$ cat src/rtl/word_line_sequencer.sv
// Clocked SRAM word-line sequencer: handshake-driven precharge, one-hot
// word-line pulse and sense strobe, ending in a one-cycle done pulse.
// Optional build macro SEQ_BACK_TO_BACK_EN lets a new request be accepted
// in the DONE cycle, removing the idle gap between accesses.
module word_line_sequencer #(
  parameter int ADDR_W     = 3,
  parameter int NUM_WORDS  = 8,
  parameter int PRE_CYCLES = 1,
  parameter int WL_CYCLES  = 2
) (
  input  logic                 clk,
  input  logic                 rst_n,
  input  logic                 req_valid,
  output logic                 req_ready,
  input  logic [ADDR_W-1:0]    req_addr,
  input  logic                 req_write,
  output logic                 precharge,
  output logic [NUM_WORDS-1:0] word_select,
  output logic                 write_enable,
  output logic                 sense_enable,
  output logic                 done,
  output logic                 addr_err
);

  localparam int MAX_CYC = (PRE_CYCLES > WL_CYCLES) ? PRE_CYCLES : WL_CYCLES;
  localparam int CNT_W   = $clog2(MAX_CYC + 1);
  localparam logic [CNT_W-1:0] PRE_LOAD = CNT_W'(PRE_CYCLES - 1);
  localparam logic [CNT_W-1:0] WL_LOAD  = CNT_W'(WL_CYCLES - 1);

  typedef enum logic [2:0] {
    S_IDLE  = 3'd0,
    S_PRE   = 3'd1,
    S_ACT   = 3'd2,
    S_SENSE = 3'd3,
    S_DONE  = 3'd4
  } state_t;

  state_t            state;
  state_t            state_nxt;
  logic [CNT_W-1:0]  cnt;
  logic [ADDR_W-1:0] addr_lat;
  logic              write_lat;
  logic              err_lat;
  logic              rst_hold;
  logic              accept;
  logic              addr_oob;
  logic [31:0]       addr_ext;
  logic [31:0]       addr_lat_ext;

  // Range check done at full integer width so NUM_WORDS == 2**ADDR_W needs no special case.
  assign addr_ext     = 32'(req_addr);
  assign addr_lat_ext = 32'(addr_lat);
  assign addr_oob     = (addr_ext >= 32'(NUM_WORDS));
  assign accept       = req_valid & req_ready;

  // State register; rst_hold keeps req_ready low for the cycle following a reset edge.
  always_ff @(posedge clk) begin
    if (!rst_n) begin
      state    <= S_IDLE;
      rst_hold <= 1'b1;
    end else begin
      state    <= state_nxt;
      rst_hold <= 1'b0;
    end
  end

  // Phase counter: reloads on entry to a timed phase, counts down to zero, never wraps.
  always_ff @(posedge clk) begin
    if (!rst_n) begin
      cnt <= '0;
    end else if (state_nxt == S_PRE && state != S_PRE) begin
      cnt <= PRE_LOAD;
    end else if (state_nxt == S_ACT && state != S_ACT) begin
      cnt <= WL_LOAD;
    end else if (cnt != '0) begin
      cnt <= cnt - 1'b1;
    end
  end

  // Request capture: address/direction are data and carry no reset; the error flag is control.
  always_ff @(posedge clk) begin
    if (accept) begin
      addr_lat  <= req_addr;
      write_lat <= req_write;
    end
  end

  // Out-of-range flag for the access in flight, qualifies addr_err in DONE.
  always_ff @(posedge clk) begin
    if (!rst_n) begin
      err_lat <= 1'b0;
    end else if (accept) begin
      err_lat <= addr_oob;
    end
  end

  // Next-state logic.
  always_comb begin
    state_nxt = state;
    case (state)
      S_IDLE:  if (accept) state_nxt = addr_oob ? S_DONE : S_PRE;
      S_PRE:   if (cnt == '0) state_nxt = S_ACT;
      S_ACT:   if (cnt == '0) state_nxt = write_lat ? S_DONE : S_SENSE;
      S_SENSE: state_nxt = S_DONE;
`ifdef SEQ_BACK_TO_BACK_EN
      S_DONE:  state_nxt = accept ? (addr_oob ? S_DONE : S_PRE) : S_IDLE;
`else
      S_DONE:  state_nxt = S_IDLE;
`endif
      default: state_nxt = S_IDLE;
    endcase
  end

  // Output decode, purely from the current state and latched request.
  always_comb begin
    req_ready    = 1'b0;
    precharge    = 1'b0;
    word_select  = '0;
    write_enable = 1'b0;
    sense_enable = 1'b0;
    done         = 1'b0;
    addr_err     = 1'b0;
`ifdef SEQ_BACK_TO_BACK_EN
    req_ready    = !rst_hold && (state == S_IDLE || state == S_DONE);
`else
    req_ready    = !rst_hold && (state == S_IDLE);
`endif
    precharge    = (state == S_PRE);
    write_enable = (state == S_ACT) && write_lat;
    sense_enable = (state == S_SENSE);
    done         = (state == S_DONE);
    addr_err     = (state == S_DONE) && err_lat;
    for (int unsigned i = 0; i < NUM_WORDS; i++) begin
      word_select[i] = (state == S_ACT) && (addr_lat_ext == i);
    end
  end

endmodule
$ cat config.mk
export PLATFORM = sky130hd
export DESIGN_NAME = word_line_sequencer
export DESIGN_NICKNAME = d
export VERILOG_FILES = /design/src/rtl/word_line_sequencer.sv
export SDC_FILE = /design/constraint.sdc
export NUM_CORES = 1
export LEC_CHECK = 0
export CAP_MARGIN = 10
export CORE_ASPECT_RATIO = 1.1
export CORE_UTILIZATION = 25
export CTS_BUF_LIST = sky130_fd_sc_hd__clkbuf_4 sky130_fd_sc_hd__clkbuf_8
export DETAILED_ROUTE_END_ITERATION = 8
export GPL_TIMING_DRIVEN = 0
export PLACE_DENSITY = 0.61
export SLEW_MARGIN = 20
export SYNTH_ARGS = -nofsm -noshare
export SYNTH_HDL_FRONTEND = slang
export SYNTH_SLANG_ARGS = --single-unit
$ cat constraint.sdc
create_clock -name clk -period 3.2 [get_ports clk]
set_input_delay 0.64 -clock clk [delete_from_list [all_inputs] [get_ports clk]]
set_output_delay 0.64 -clock clk [all_outputs]
set_load 0.05 [all_outputs]
Yosys cells after proc, flatten, opt, wreduce, memory -nomap -nowiden
Cells that the tools add are included.

storage, ports and cells
  register bits after elaboration = 11
  bits of input ports = 7
  word-level logic and storage cells = 56

cells by class
  $add $sub $neg = 1
  magnitude comparators = 1
  equal/unequal tests = 15
  multiplexer cells = 9
  bitwise gates (word level) = 2
  reductions and logical operators = 21

operator list
  cell                 count
  $logic_not 32->1     1
  $eq 3x2->1 const B   5
  $eq 3x3->1 const B   5
  $mux 3               5
  $logic_and 1x1->1    13
  $pmux 3 s4           1
  $eq 3x1->1 const B   3
  $ge 3x4->1 const B   1
  $reduce_bool 2->1    2
  $logic_not 3->1      1
  $mux 1               3
  $ne 3x1->1 const B   1
  $ne 3x2->1 const B   1
  $reduce_or 3->1      1
  $logic_not 2->1      1
  $reduce_or 2->1      1
  $sub 2x1->2 const B  1
  $and 1x1->1          1
  $logic_not 1->1      1
  $not 1->1            1

Depth between registers and ports, before layout
Gate-level depths: netlist (run 1).

  word-level depth = 8
  gate-level depth with buffers = 5
  depth with buffers taken out = 5

Worst setup path before layout (run 1)
No wires, ideal clock.

  path kind = reg2out
  start = reg state[1]
  end = out word_select[0]
  arrival time = 1860 ps
  slack = 700 ps
  cell stages (with the launch flop) = 5
  buffers on the path = 1
  path through = dfxtp_1 -> buf_2 -> nor3b_2 -> nand2b_1 -> nor3_1

between the ends
  word-level cells in the longest chain between the ends = 2

RTL lines
  item                    line  RTL
  start, declared         38    state_t state;
  start signal, assigned  62    state <= state_nxt;
  $eq 3x2->1              134   word_select[i] = (state == S_ACT) && (addr_lat_ext == i);
  $logic_and 1x1->1       134
  end, declared           18    output logic [NUM_WORDS-1:0] word_select,

No other way between the ends.

Worst setup path in the final report (run 1)
Same ends and word-level chain as after synthesis.

==> summary.log, run 1 <==
INFO  status         outcome=complete, no violations
INFO  global_routing grt_remaining_overflow=0
INFO  floorplanning  floorplan.initialDensity=0.2678
INFO  worst_setup_path cp_top_family=buffers and inverters
INFO  placed_design  dp_hpwl=790.1um
INFO  cells_and_area finalCoreUtilization=0.3928
INFO  clock_tree     tritoncts=built
INFO  power_and_ir_drop power_leakage=0.2793nW
INFO  logic_synthesis synth-warning-count=0
INFO  power_and_ir_drop total_power=0.4955mW
INFO  timing         fmax=359.3MHz
INFO  global_routing grt_pass1_vias=425
INFO  clock_tree     cts.root.buffer_cell=clkbuf_4
INFO  timing         final.min_clock_period=2783ps
INFO  worst_hold_path min_delay_worst_endpoint=cnt[1]$_SDFFE_PP0N_
INFO  worst_hold_path worstHoldStart=cnt[1]$_SDFFE_PP0N_
INFO  worst_setup_path critical_path_type=reg -> out
INFO  worst_setup_path endpoint_kind=output pin
INFO  timing         maxSlewHeadroom=0.6686
INFO  timing         finClkSkew=2.302ps
INFO  logic_synthesis synthCells=55
INFO  cells_and_area antenna_cells=0
INFO  placed_design  io_buffer_count=19
INFO  worst_setup_path critPathMaxFanout=10
INFO  global_routing grt_start_max_net_pins=11
INFO  clock_tree     post-cts-setup-buffer-count=0
INFO  worst_setup_path crit_required=2560ps
INFO  drt            wire_length_per_cell_after_detailed_routing=9.500um
INFO  timing         slew_viol_final=0
INFO  global_routing global_route.usage.total=0.1079
INFO  timing         fin_setup_tns=0ps
INFO  timing         timing.final.ws_setup=416.6ps
INFO  clock_tree     insertion_delay=260ps
INFO  clock_tree     path_clk_slew=70ps
INFO  logic_synthesis synth-seq-cells=10
INFO  worst_hold_path min_path_cells=3
INFO  floorplanning  core-area=0.002042mm^2
INFO  placed_design  gp_congestion=0.7344
INFO  timing         tightestPinTransition=495.6ps
INFO  clock_tree     cts-buffers-inserted=3
INFO  worst_setup_path regToRegSetupSlack=1890ps
INFO  cells_and_area number_of_filler_cells_placed_in_the_layout=229
INFO  timing         worst_hold_slack=547.3ps
INFO  timing         report.final.setup_viol=0
INFO  timing         grt_setup_unrepaired=false
INFO  drt            number_of_antenna_violating_nets_in_the_routed_design=0
INFO  power_and_ir_drop powerDensity=617.8mW/mm^2
INFO  timing         hold_viol=0
INFO  power_and_ir_drop power.ir.vdd_worst=0.2105mV
INFO  worst_setup_path crit_chain=buf_2 > nor3b_2 > nand2b_1 > nor3_1 > clkdlybuf4s50_1
INFO  drt            detailedRoute.firstPassIterationCount=2
INFO  logic_synthesis synth_nets=63
INFO  global_routing grt_pass1_wl=1.794mm
INFO  worst_setup_path crit_path_top_delay_cell=clkdlybuf4s50_1
INFO  logic_synthesis synth.avg_cell_area=9.941um^2
INFO  worst_setup_path critPathArrivalTime=2140ps
INFO  drt            detail_route.wirelength=1.007mm
INFO  floorplanning  die_height=51.05um
INFO  clock_tree     cts-root-to-sink-buffers=2
INFO  cells_and_area final_layout_size_suffix_gt1_frac=0.1795
INFO  placed_design  detailedPlace.worstSlack=679.7ps
INFO  cells_and_area final_nets=87
INFO  worst_setup_path max_stage_delay=830ps
INFO  worst_hold_path holdCritPathClass=reg -> reg
INFO  drt            drt_drc_violations_left=0
INFO  worst_setup_path r2r.worst_path.cells=3
INFO  clock_tree     cts_hold_repair.buffers=0
INFO  clock_tree     cts_sinks=10
INFO  floorplanning  die_area=0.002378mm^2
INFO  global_routing grt_antenna_before_repair=0
INFO  worst_setup_path rr_endpoint=write_lat$_DFFE_PP_
INFO  floorplanning  num_rows=17
INFO  drt            via_count=452
INFO  logic_synthesis post_synth_num_cell_types=24
INFO  worst_setup_path cp.buffers_inverters=2
INFO  drt            drt_iter0_markers=5
INFO  logic_synthesis netlist_area=546.8um^2
INFO  clock_tree     cts.htree.levels=1
INFO  cells_and_area syn2layout_area_growth=46.68%
INFO  logic_synthesis ys_seq_area_frac=0.4394
INFO  floorplanning  boundaryPins=21
INFO  worst_setup_path rr_startpoint=state[0]$_SDFF_PN0_
INFO  floorplanning  die_x=46.59um
INFO  flow_run       drv_cap=0
INFO  clock_tree     cts_resized=0
INFO  worst_setup_path worst_setup_path_start_kind=flip-flop
INFO  timing         min_period_over_period=0.8698
INFO  drt            route.detailed.vias_per_inst=4.264
## stage by stage
stage / instances / area, um^2
final: 106 / 802.0
after global routing: 106 / 802.0
after CTS: 106 / 802.0
after detailed placement: 102 / 772.0
after global placement: 102 / 772.0
after floorplan: 55 / 546.8
## kinds of logic (layout without fill, tap and decap cells)
logic type / Yosys count / in the layout / synth area share
simple gates: 32 / 32 / 0.3616
flops: 10 / 10 / 0.4394
buf+inv: 6 / 29 / 0.05719
compound gates: 5 / 5 / 0.1121
fa+ha+maj: 1 / 1 / 0.02288
other cells: 1 / 1 / 0.006858
## cells in the mapped netlist
master	n	area (um^2)
nor2_1	9	33.78
dfxtp_1	6	120.1
nand2_1	5	18.77
edfxtp_1	4	120.1
nand2b_1	4	25.02
inv_1	3	11.26
nor3_1	3	15.01
nor3b_1	3	22.52
a21oi_1	2	10.01
buf_4	2	15.01
a2111oi_4	1	27.53
and2_1	1	6.260
and2_4	1	8.760
buf_2	1	5.000
conb_1	1	3.750
ha_1	1	12.51
nand3b_1	1	7.510
nor2_2	1	6.260
nor3b_2	1	12.51
nor3b_4	1	18.77
nor4_2	1	12.51
nor4bb_1	1	10.01
o22a_1	1	8.760
o2bb2ai_2	1	15.01
## report_power, final
part,leakage [nW],switching (mW),internal [mW]
logic,0.174,0.128,0.0982
registers,0.0865,0.0129,0.157
clock network,0.0184,0.0431,0.0567
total,0.279,0.184,0.312
## layout by cell type, fill, tap and decap left out, types with 2 or more instances in the layout
| cell | Yosys | routed |
|---|---|---|
| dfxtp_1 | 6 | 6 |
| clkdlybuf4s50_1 | 0 | 19 |
| nor3_1 | 3 | 3 |
| nand2b_1 | 4 | 4 |
| buf_4 | 2 | 2 |
| edfxtp_1 | 4 | 4 |
| clkbuf_4 | 0 | 4 |
| inv_1 | 3 | 3 |
| a21oi_1 | 2 | 2 |
| nand2_1 | 5 | 5 |
| nor2_1 | 9 | 9 |
| nor3b_1 | 3 | 3 |
## registers in the layout, summed over array words and instances (netlist names)
name	cells
addr_lat	3
state	3
cnt	2
rst_hold	1
write_lat	1
## final cells by class
type / count / area, um^2 / share of cell area
multi-input cells: 39 / 275.3 / 0.3432
flip-flops and latches: 10 / 240.2 / 0.2995
repair buffers: 19 / 190.2 / 0.2371
well taps: 28 / 35.03 / 0.04368
clock buffers: 4 / 30.03 / 0.03744
plain buffers: 3 / 20.02 / 0.02496
inverters: 3 / 11.26 / 0.01404
## routing by layer
layer  up-vias  routed length (um)  GRT usage  share of wire
met5         -                   0          0              0
met1       200                 418     0.1187           0.42
met2        17                 513     0.1713           0.51
met3         4                  39    0.01060          0.039
li1        231                   -          -              -
met4         0                  36     0.1029          0.036
## worst reg2reg max path: stages, from the launching register on
cell and delay, ps:
dfxtp_1 300, buf_4 160, nor4_2 300, and2_4 270
## worst max-delay path by stage
stage                     cells after the start           startpoint  slack (ps)              to
after global placement                        5  state[1]$_SDFF_PN0_         700  word_select[0]
after global routing                          5  state[1]$_SDFF_PN0_         220  word_select[0]
final                                         5  state[1]$_SDFF_PN0_         420  word_select[0]
after CTS                                     5  state[1]$_SDFF_PN0_         380  word_select[0]
after floorplan                               4  state[1]$_SDFF_PN0_         700  word_select[0]
after detailed placement                      5  state[1]$_SDFF_PN0_         680  word_select[0]
Note: power is estimated with default switching activity, not from simulation.
==> run 2, diff against run 1 <==
--- a/config.mk
+++ b/config.mk
@@ -6,7 +6,6 @@
 export NUM_CORES = 1
 export LEC_CHECK = 0
 export CAP_MARGIN = 10
-export CORE_ASPECT_RATIO = 1.1
 export CORE_UTILIZATION = 25
 export CTS_BUF_LIST = sky130_fd_sc_hd__clkbuf_4 sky130_fd_sc_hd__clkbuf_8
 export DETAILED_ROUTE_END_ITERATION = 8
==> run 2 against run 1 <==
Clock-buffer cell count fell by 1; design area down 1.1%; fmax shrank 0.15%; clock power down 16%; via count fell by 0.66%; power decreased by 3.5%; worst setup slack worse by 4.2 ps; final cell count decreased by 1.9%; non-clock buffer count stayed put; global-route usage shrank 2.1 points; combinational power is essentially flat; critical endpoint unchanged.
==> summary.log, run 2 (synthesized netlist as in run 1, its figures left out) <==
INFO  floorplanning  die_x=48.77um [+4.7%]
INFO  cells_and_area sequential_cell_area=240.2um^2 [unchanged]
INFO  drt            number_of_antenna_violating_nets_in_the_routed_design=0 [unchanged]
INFO  drt            detailedRoute.firstPassIterationCount=4 [+2]
INFO  floorplanning  boundaryPins=21 [unchanged]
INFO  timing         timing.final.ws_setup=412.4ps [-4.210 ps]
INFO  floorplanning  num_rows=16 [-1]
INFO  drt            drt_drc_violations_left=0 [unchanged]
INFO  drt            via_count=449 [-0.66%]
INFO  power_and_ir_drop p_comb_frac=0.471 [+0.015]
INFO  global_routing global_route.usage.total=0.08653 [-0.02135]
INFO  clock_tree     post-cts-setup-buffer-count=0 [unchanged]
INFO  timing         finClkSkew=3.624ps [+1.322 ps]
INFO  global_routing grt_start_max_net_pins=11 [unchanged]
INFO  drt            top_signal_layer_used=met4
INFO  drt            route.detailed.vias_per_inst=4.317 [+1.2%]
INFO  floorplanning  floorplan.initialDensity=0.2731 [+0.005355]
INFO  placed_design  detailedPlace.worstSlack=676.4ps [-3.369 ps]
INFO  worst_setup_path crit_required=2560ps [about the same]
INFO  timing         worst_hold_slack=546.7ps [-0.5530 ps]
INFO  cells_and_area layout_common_cells=clkdlybuf4s50_1 (19), nor2_1 (9), dfxtp_1 (6), nand2_1 (5)
INFO  cells_and_area final_layout_size_suffix_gt1_frac=0.1688 [-0.01066]
INFO  timing         fmax=358.7MHz [-0.15%]
INFO  power_and_ir_drop p_clk_frac=0.175 [-0.026]
INFO  power_and_ir_drop total_power=0.4781mW [-3.5%]
INFO  timing         maxSlewHeadroom=0.6675 [-0.001013]
INFO  status         outcome=complete, no violations
INFO  power_and_ir_drop seq_power_share=0.354 [+0.011]
INFO  cells_and_area antenna_cells=0 [unchanged]
INFO  cells_and_area reg_top3=addr_lat x3, state x3, cnt x2
INFO  timing         slew_viol_final=0 [unchanged]
INFO  clock_tree     cts.htree.levels=1 [unchanged]
INFO  clock_tree     cts-root-to-sink-buffers=2 [unchanged]
INFO  clock_tree     cts.root.buffer_cell=clkbuf_4
INFO  worst_hold_path min_path_cells=3 [unchanged]
INFO  power_and_ir_drop power.net_switching=0.1801mW [-2.0%]
INFO  drt            met2WireLength=422um [-18%]
INFO  timing         tightestPinTransition=497.1ps [+1.516 ps]
INFO  clock_tree     cts_sinks=10 [unchanged]
INFO  clock_tree     cts_resized=0 [unchanged]
INFO  power_and_ir_drop power.ir.vdd_worst=0.2461mV [+17%]
INFO  power_and_ir_drop powerDensity=602.7mW/mm^2 [-2.4%]
INFO  worst_setup_path endpoint_kind=output pin
INFO  drt            met3WireLength=54um [+38%]
INFO  cells_and_area final_nets=87 [unchanged]
INFO  cells_and_area number_of_filler_cells_placed_in_the_layout=204 [-11%]
INFO  cells_and_area multi_input_comb_area=275.3um^2 [unchanged]
INFO  timing         min_period_over_period=0.8711 [+0.001316]
INFO  cells_and_area mostFrequentLayoutCell=clkdlybuf4s50_1
INFO  worst_setup_path critPathMaxFanout=10 [unchanged]
INFO  global_routing grt_antenna_before_repair=0 [unchanged]
INFO  placed_design  gp_congestion=0.7240 [-1.4%]
INFO  timing         hold_viol=0 [unchanged]
INFO  drt            met1_length=449um [+7.4%]
INFO  cells_and_area syn2layout_area_growth=45.08%
INFO  placed_design  io_buffer_count=19 [unchanged]
INFO  timing         report.final.setup_viol=0 [unchanged]
INFO  clock_tree     cts_hold_repair.buffers=0 [unchanged]
INFO  timing         final.min_clock_period=2788ps [+4.210 ps]
INFO  clock_tree     path_clk_slew=60ps [about the same]
INFO  timing         fin_setup_tns=0ps [unchanged]
INFO  worst_setup_path critical_path_type=reg -> out
INFO  power_and_ir_drop power.switching_fraction=0.3768 [+0.005950]
INFO  worst_hold_path holdCritPathClass=reg -> reg
INFO  global_routing grt_remaining_overflow=0 [unchanged]
INFO  power_and_ir_drop power_leakage=0.2747nW [-1.6%]
INFO  global_routing grt_pass1_wl=1.476mm [-18%]
INFO  placed_design  dp_hpwl=743um [-6.0%]
INFO  cells_and_area final_design_area_no_fill=793.3um^2 [-1.1%]
INFO  clock_tree     tritoncts=built
INFO  worst_setup_path r2r.worst_path.cells=3 [unchanged]
INFO  floorplanning  die_height=48.77um [-4.5%]
INFO  drt            drt_iter0_markers=6 [+1]
INFO  placed_design  placed_area=770.7um^2 [-0.16%]
INFO  worst_setup_path critPathArrivalTime=2150ps [about the same]
INFO  timing         grt_setup_unrepaired=false
INFO  power_and_ir_drop power.internal=0.2980mW [-4.4%]
INFO  flow_run       drv_cap=0 [unchanged]
INFO  clock_tree     insertion_delay=260ps [about the same]
INFO  floorplanning  die_area=0.002378mm^2 [about the same]
INFO  floorplanning  core-area=0.002002mm^2 [-2.0%]
INFO  drt            wire_length_per_cell_after_detailed_routing=9.337um [-1.7%]
INFO  global_routing grt_pass1_vias=358 [-16%]
INFO  clock_tree     cts-buffers-inserted=3 [unchanged]
INFO  worst_setup_path worst_setup_path_start_kind=flip-flop
INFO  drt            detail_route.wirelength=971um [-3.6%]
==> run 2: changes by cell type in the layout (fill, tap and decap cells not counted) <==
cell / previous run / this run
clkbuf_4: 4 / 3
==> run 2: metrics by stage <==
stage,util,cells
2_1_floorplan,-,55
3_3_place_gp,0.3850,101
3_5_place_dp,0.3850,101
4_1_cts,0.3963,104
5_1_grt,0.3963,104
6_report,0.3963,104
==> run 2: final cells by class <==
| type | count | share of cell area |
|---|---|---|
| plain buffers | 3 | 0.02524 |
| well taps | 27 | 0.04259 |
| clock buffers | 3 | 0.02839 |
| flip-flops and latches | 10 | 0.3028 |
| multi-input cells | 39 | 0.3470 |
| repair buffers | 19 | 0.2397 |
| inverters | 3 | 0.01420 |
==> run 2: final timing paths <==
kind / from / end / slack [ps]
worst max-delay path: state[1]$_SDFF_PN0_ / word_select[0] / 410
worst max register to register: state[0]$_SDFF_PN0_ / addr_lat[0]$_DFFE_PP_ / 1870
worst min-delay path: cnt[1]$_SDFFE_PP0N_ / cnt[1]$_SDFFE_PP0N_ / 550
worst min register to register: cnt[1]$_SDFFE_PP0N_ / cnt[1]$_SDFFE_PP0N_ / 550
==> run 2: routing by layer <==
metal / track usage / up-vias
met4: 0.1029 / 0
met1: 0.09846 / 195
met3: 0.01258 / 5
met5: 0 / -
li1: - / 230
met2: 0.1273 / 19
==> run 2: power groups by stage <==
stage,combinational [mW],sequential (mW),clock (mW)
2_1_floorplan,0.182,0.170,0
3_3_place_gp,0.223,0.172,0
3_5_place_dp,0.226,0.172,0
4_1_cts,0.227,0.170,0.0876
5_1_grt,0.245,0.172,0.0939
6_report,0.225,0.169,0.0836
==> run 2: critical path, cell delays in order (launching register included) <==
cell and delay [ps]:
dfxtp_1 300, buf_2 200, nor3b_2 250, nand2b_1 140
nor3_1 150, clkdlybuf4s50_1 830
==> run 3, diff against run 2 <==
--- a/config.mk
+++ b/config.mk
@@ -11,6 +11,7 @@
 export DETAILED_ROUTE_END_ITERATION = 8
 export GPL_TIMING_DRIVEN = 0
 export PLACE_DENSITY = 0.61
+export SETUP_SLACK_MARGIN = 0.5
 export SLEW_MARGIN = 20
 export SYNTH_ARGS = -nofsm -noshare
 export SYNTH_HDL_FRONTEND = slang
==> run 3 against run 2 <==
Core utilization down 0.37 points; worst setup slack better by 260 ps; clock-buffer cell count unchanged; clock power up 2%; die area unchanged; design area down 0.95%; wire length up 3.0%; sequential share of layout area up 0.29 points; critical path depth down 2; flip-flop and latch count unchanged; critical path type unchanged; critical endpoint is now req_ready; highest routed layer unchanged.
==> summary.log, run 3 (synthesized netlist as in run 1, its figures left out) <==
INFO  cells_and_area final_layout_size_suffix_gt1_frac=0.1688 [unchanged]
INFO  worst_setup_path critPathMaxFanout=9 [-1]
INFO  cells_and_area syn2layout_area_growth=43.71%
INFO  drt            via_count=450 [+0.22%]
INFO  placed_design  gp_congestion=0.7240 [unchanged]
INFO  clock_tree     cts-root-to-sink-buffers=2 [unchanged]
INFO  cells_and_area final_nets=87 [unchanged]
INFO  cells_and_area antenna_cells=0 [unchanged]
INFO  power_and_ir_drop power_leakage=0.3315nW [+21%]
INFO  clock_tree     cts_hold_repair.buffers=0 [unchanged]
INFO  global_routing grt_pass1_vias=358 [unchanged]
INFO  clock_tree     post-cts-setup-buffer-count=0 [unchanged]
INFO  cells_and_area mostFrequentLayoutCell=clkdlybuf4s50_1
INFO  global_routing grt_remaining_overflow=0 [unchanged]
INFO  worst_setup_path crit_required=2560ps [about the same]
INFO  timing         fin_setup_tns=0ps [unchanged]
INFO  floorplanning  die_height=48.77um [unchanged]
INFO  floorplanning  floorplan.initialDensity=0.2731 [unchanged]
INFO  drt            drt_iter0_markers=8 [+2]
INFO  power_and_ir_drop power.ir.vdd_worst=0.2459mV [about the same]
INFO  timing         maxSlewHeadroom=0.6663 [-0.001272]
INFO  drt            detailedRoute.firstPassIterationCount=4 [unchanged]
INFO  worst_setup_path endpoint_kind=output pin
INFO  clock_tree     cts.root.buffer_cell=clkbuf_4
INFO  floorplanning  die_x=48.77um [unchanged]
INFO  global_routing grt_start_max_net_pins=11 [unchanged]
INFO  clock_tree     tritoncts=built
INFO  worst_setup_path critical_path_type=reg -> out
INFO  clock_tree     cts.htree.levels=1 [unchanged]
INFO  worst_hold_path holdCritPathClass=reg -> reg
INFO  global_routing global_route.usage.total=0.08653 [unchanged]
INFO  worst_setup_path max_stage_delay=860ps [+30 ps]
INFO  worst_setup_path critPathArrivalTime=1890ps [-260 ps]
INFO  drt            number_of_antenna_violating_nets_in_the_routed_design=0 [unchanged]
INFO  worst_setup_path crit_path_top_delay_cell=clkdlybuf4s50_1
INFO  drt            wire_length_per_cell_after_detailed_routing=9.615um [+3.0%]
INFO  clock_tree     path_clk_slew=60ps [about the same]
INFO  placed_design  dp_hpwl=743um [unchanged]
INFO  timing         final.min_clock_period=2527ps [-260.4 ps]
INFO  drt            route.detailed.vias_per_inst=4.327 [+0.22%]
INFO  timing         slew_viol_final=0 [unchanged]
INFO  drt            drt_drc_violations_left=0 [unchanged]
INFO  timing         fmax=395.7MHz [+10%]
INFO  timing         min_period_over_period=0.7898 [-0.08136]
INFO  cells_and_area reg_top3=addr_lat x3, state x3, cnt x2
INFO  placed_design  io_buffer_count=19 [unchanged]
INFO  drt            detail_route.wirelength=1.000mm [+3.0%]
INFO  timing         grt_setup_unrepaired=false
INFO  clock_tree     cts-buffers-inserted=3 [unchanged]
INFO  power_and_ir_drop powerDensity=608.4mW/mm^2 [+0.94%]
INFO  clock_tree     insertion_delay=260ps [about the same]
INFO  timing         report.final.setup_viol=0 [unchanged]
INFO  cells_and_area finalCoreUtilization=0.3925 [-0.003750]
INFO  timing         tightestPinTransition=499.8ps [+2.648 ps]
INFO  floorplanning  num_rows=16 [unchanged]
INFO  flow_run       drv_cap=0 [unchanged]
INFO  worst_setup_path crit_chain=buf_4 > nor4_2 > clkdlybuf4s50_1
INFO  global_routing grt_antenna_before_repair=0 [unchanged]
INFO  clock_tree     cts_sinks=10 [unchanged]
INFO  floorplanning  boundaryPins=21 [unchanged]
INFO  global_routing grt_pass1_wl=1.476mm [unchanged]
INFO  floorplanning  core-area=0.002002mm^2 [unchanged]
INFO  worst_setup_path worst_setup_path_start_kind=flip-flop
INFO  floorplanning  die_area=0.002378mm^2 [unchanged]
INFO  timing         hold_viol=0 [unchanged]
INFO  cells_and_area layout_common_cells=clkdlybuf4s50_1 (10), nor2_1 (9), dlygate4sd2_1 (8), dfxtp_1 (6), nand2_1 (5)
INFO  status         outcome=complete, no violations
INFO  timing         finClkSkew=0.3555ps [-3.269 ps]
run 3: cell count changes in the layout (fill, tap and decap cells not counted):
cell             change
clkdlybuf4s50_1      -9
dlygate4sd2_1        +8
dlymetal6s2s_1       +1
run 3: final timing paths:
kind,to,slack (ps),cells past startpoint,from
hold reg to reg,cnt[1]$_SDFFE_PP0N_,550,3,cnt[1]$_SDFFE_PP0N_
hold / removal,cnt[1]$_SDFFE_PP0N_,550,3,cnt[1]$_SDFFE_PP0N_
setup reg to reg,addr_lat[0]$_DFFE_PP_,1870,3,state[0]$_SDFF_PN0_
setup / recovery,req_ready,670,3,state[0]$_SDFF_PN0_
run 3: where the power goes:
group	switching (mW)	internal (mW)
Sequential	0.0127	0.157
Combinational	0.128	0.0959
Clock	0.0416	0.0434
Total	0.182	0.296
run 3: final cells by class:
type / count / area, um^2
clock buffer: 3 / 22.52
fill: 208 / 1216
inverter: 3 / 11.26
tap: 27 / 33.78
timing repair buffer: 19 / 182.7
multi-input combinational: 39 / 275.3
sequential: 10 / 240.2
buffer: 3 / 20.02
run 3: stage by stage:
stage / hold slack, ps / power, mW / instances / worst slack, ps / area (um^2)
final: 549.5 / 0.4780 / 104 / 672.8 / 785.8
after global routing: 579.6 / 0.5089 / 104 / 548.4 / 785.8
after CTS: 552.9 / 0.4826 / 104 / 575.8 / 783.3
after detailed placement: 542.0 / 0.3989 / 101 / 676.4 / 770.7
after floorplan: 518.7 / 0.3518 / 55 / 699.6 / 546.8
after global placement: 528.8 / 0.3946 / 101 / 700.5 / 770.7
run 3: routing by layer:
metal | GRT usage | vias up | share of wire
met5 | 0 | - | 0
met4 | 0.1029 | 0 | 0.046
met3 | 0.01258 | 5 | 0.052
met2 | 0.1273 | 19 | 0.41
met1 | 0.09846 | 193 | 0.49
li1 | - | 233 | -
run 3: what timing repair did:
action / in CTS / in global routing
gates cloned: 0 / 0
setup endpoints to repair: 8 / 1
gates resized for setup: 8 / 1
run 3: critical path: cells and delay by family (launching register included):
kind / cells / cell delay [ps]
and+or+nand+nor: 1 / 310
buffers and inverters: 2 / 1020
DFF: 1 / 300
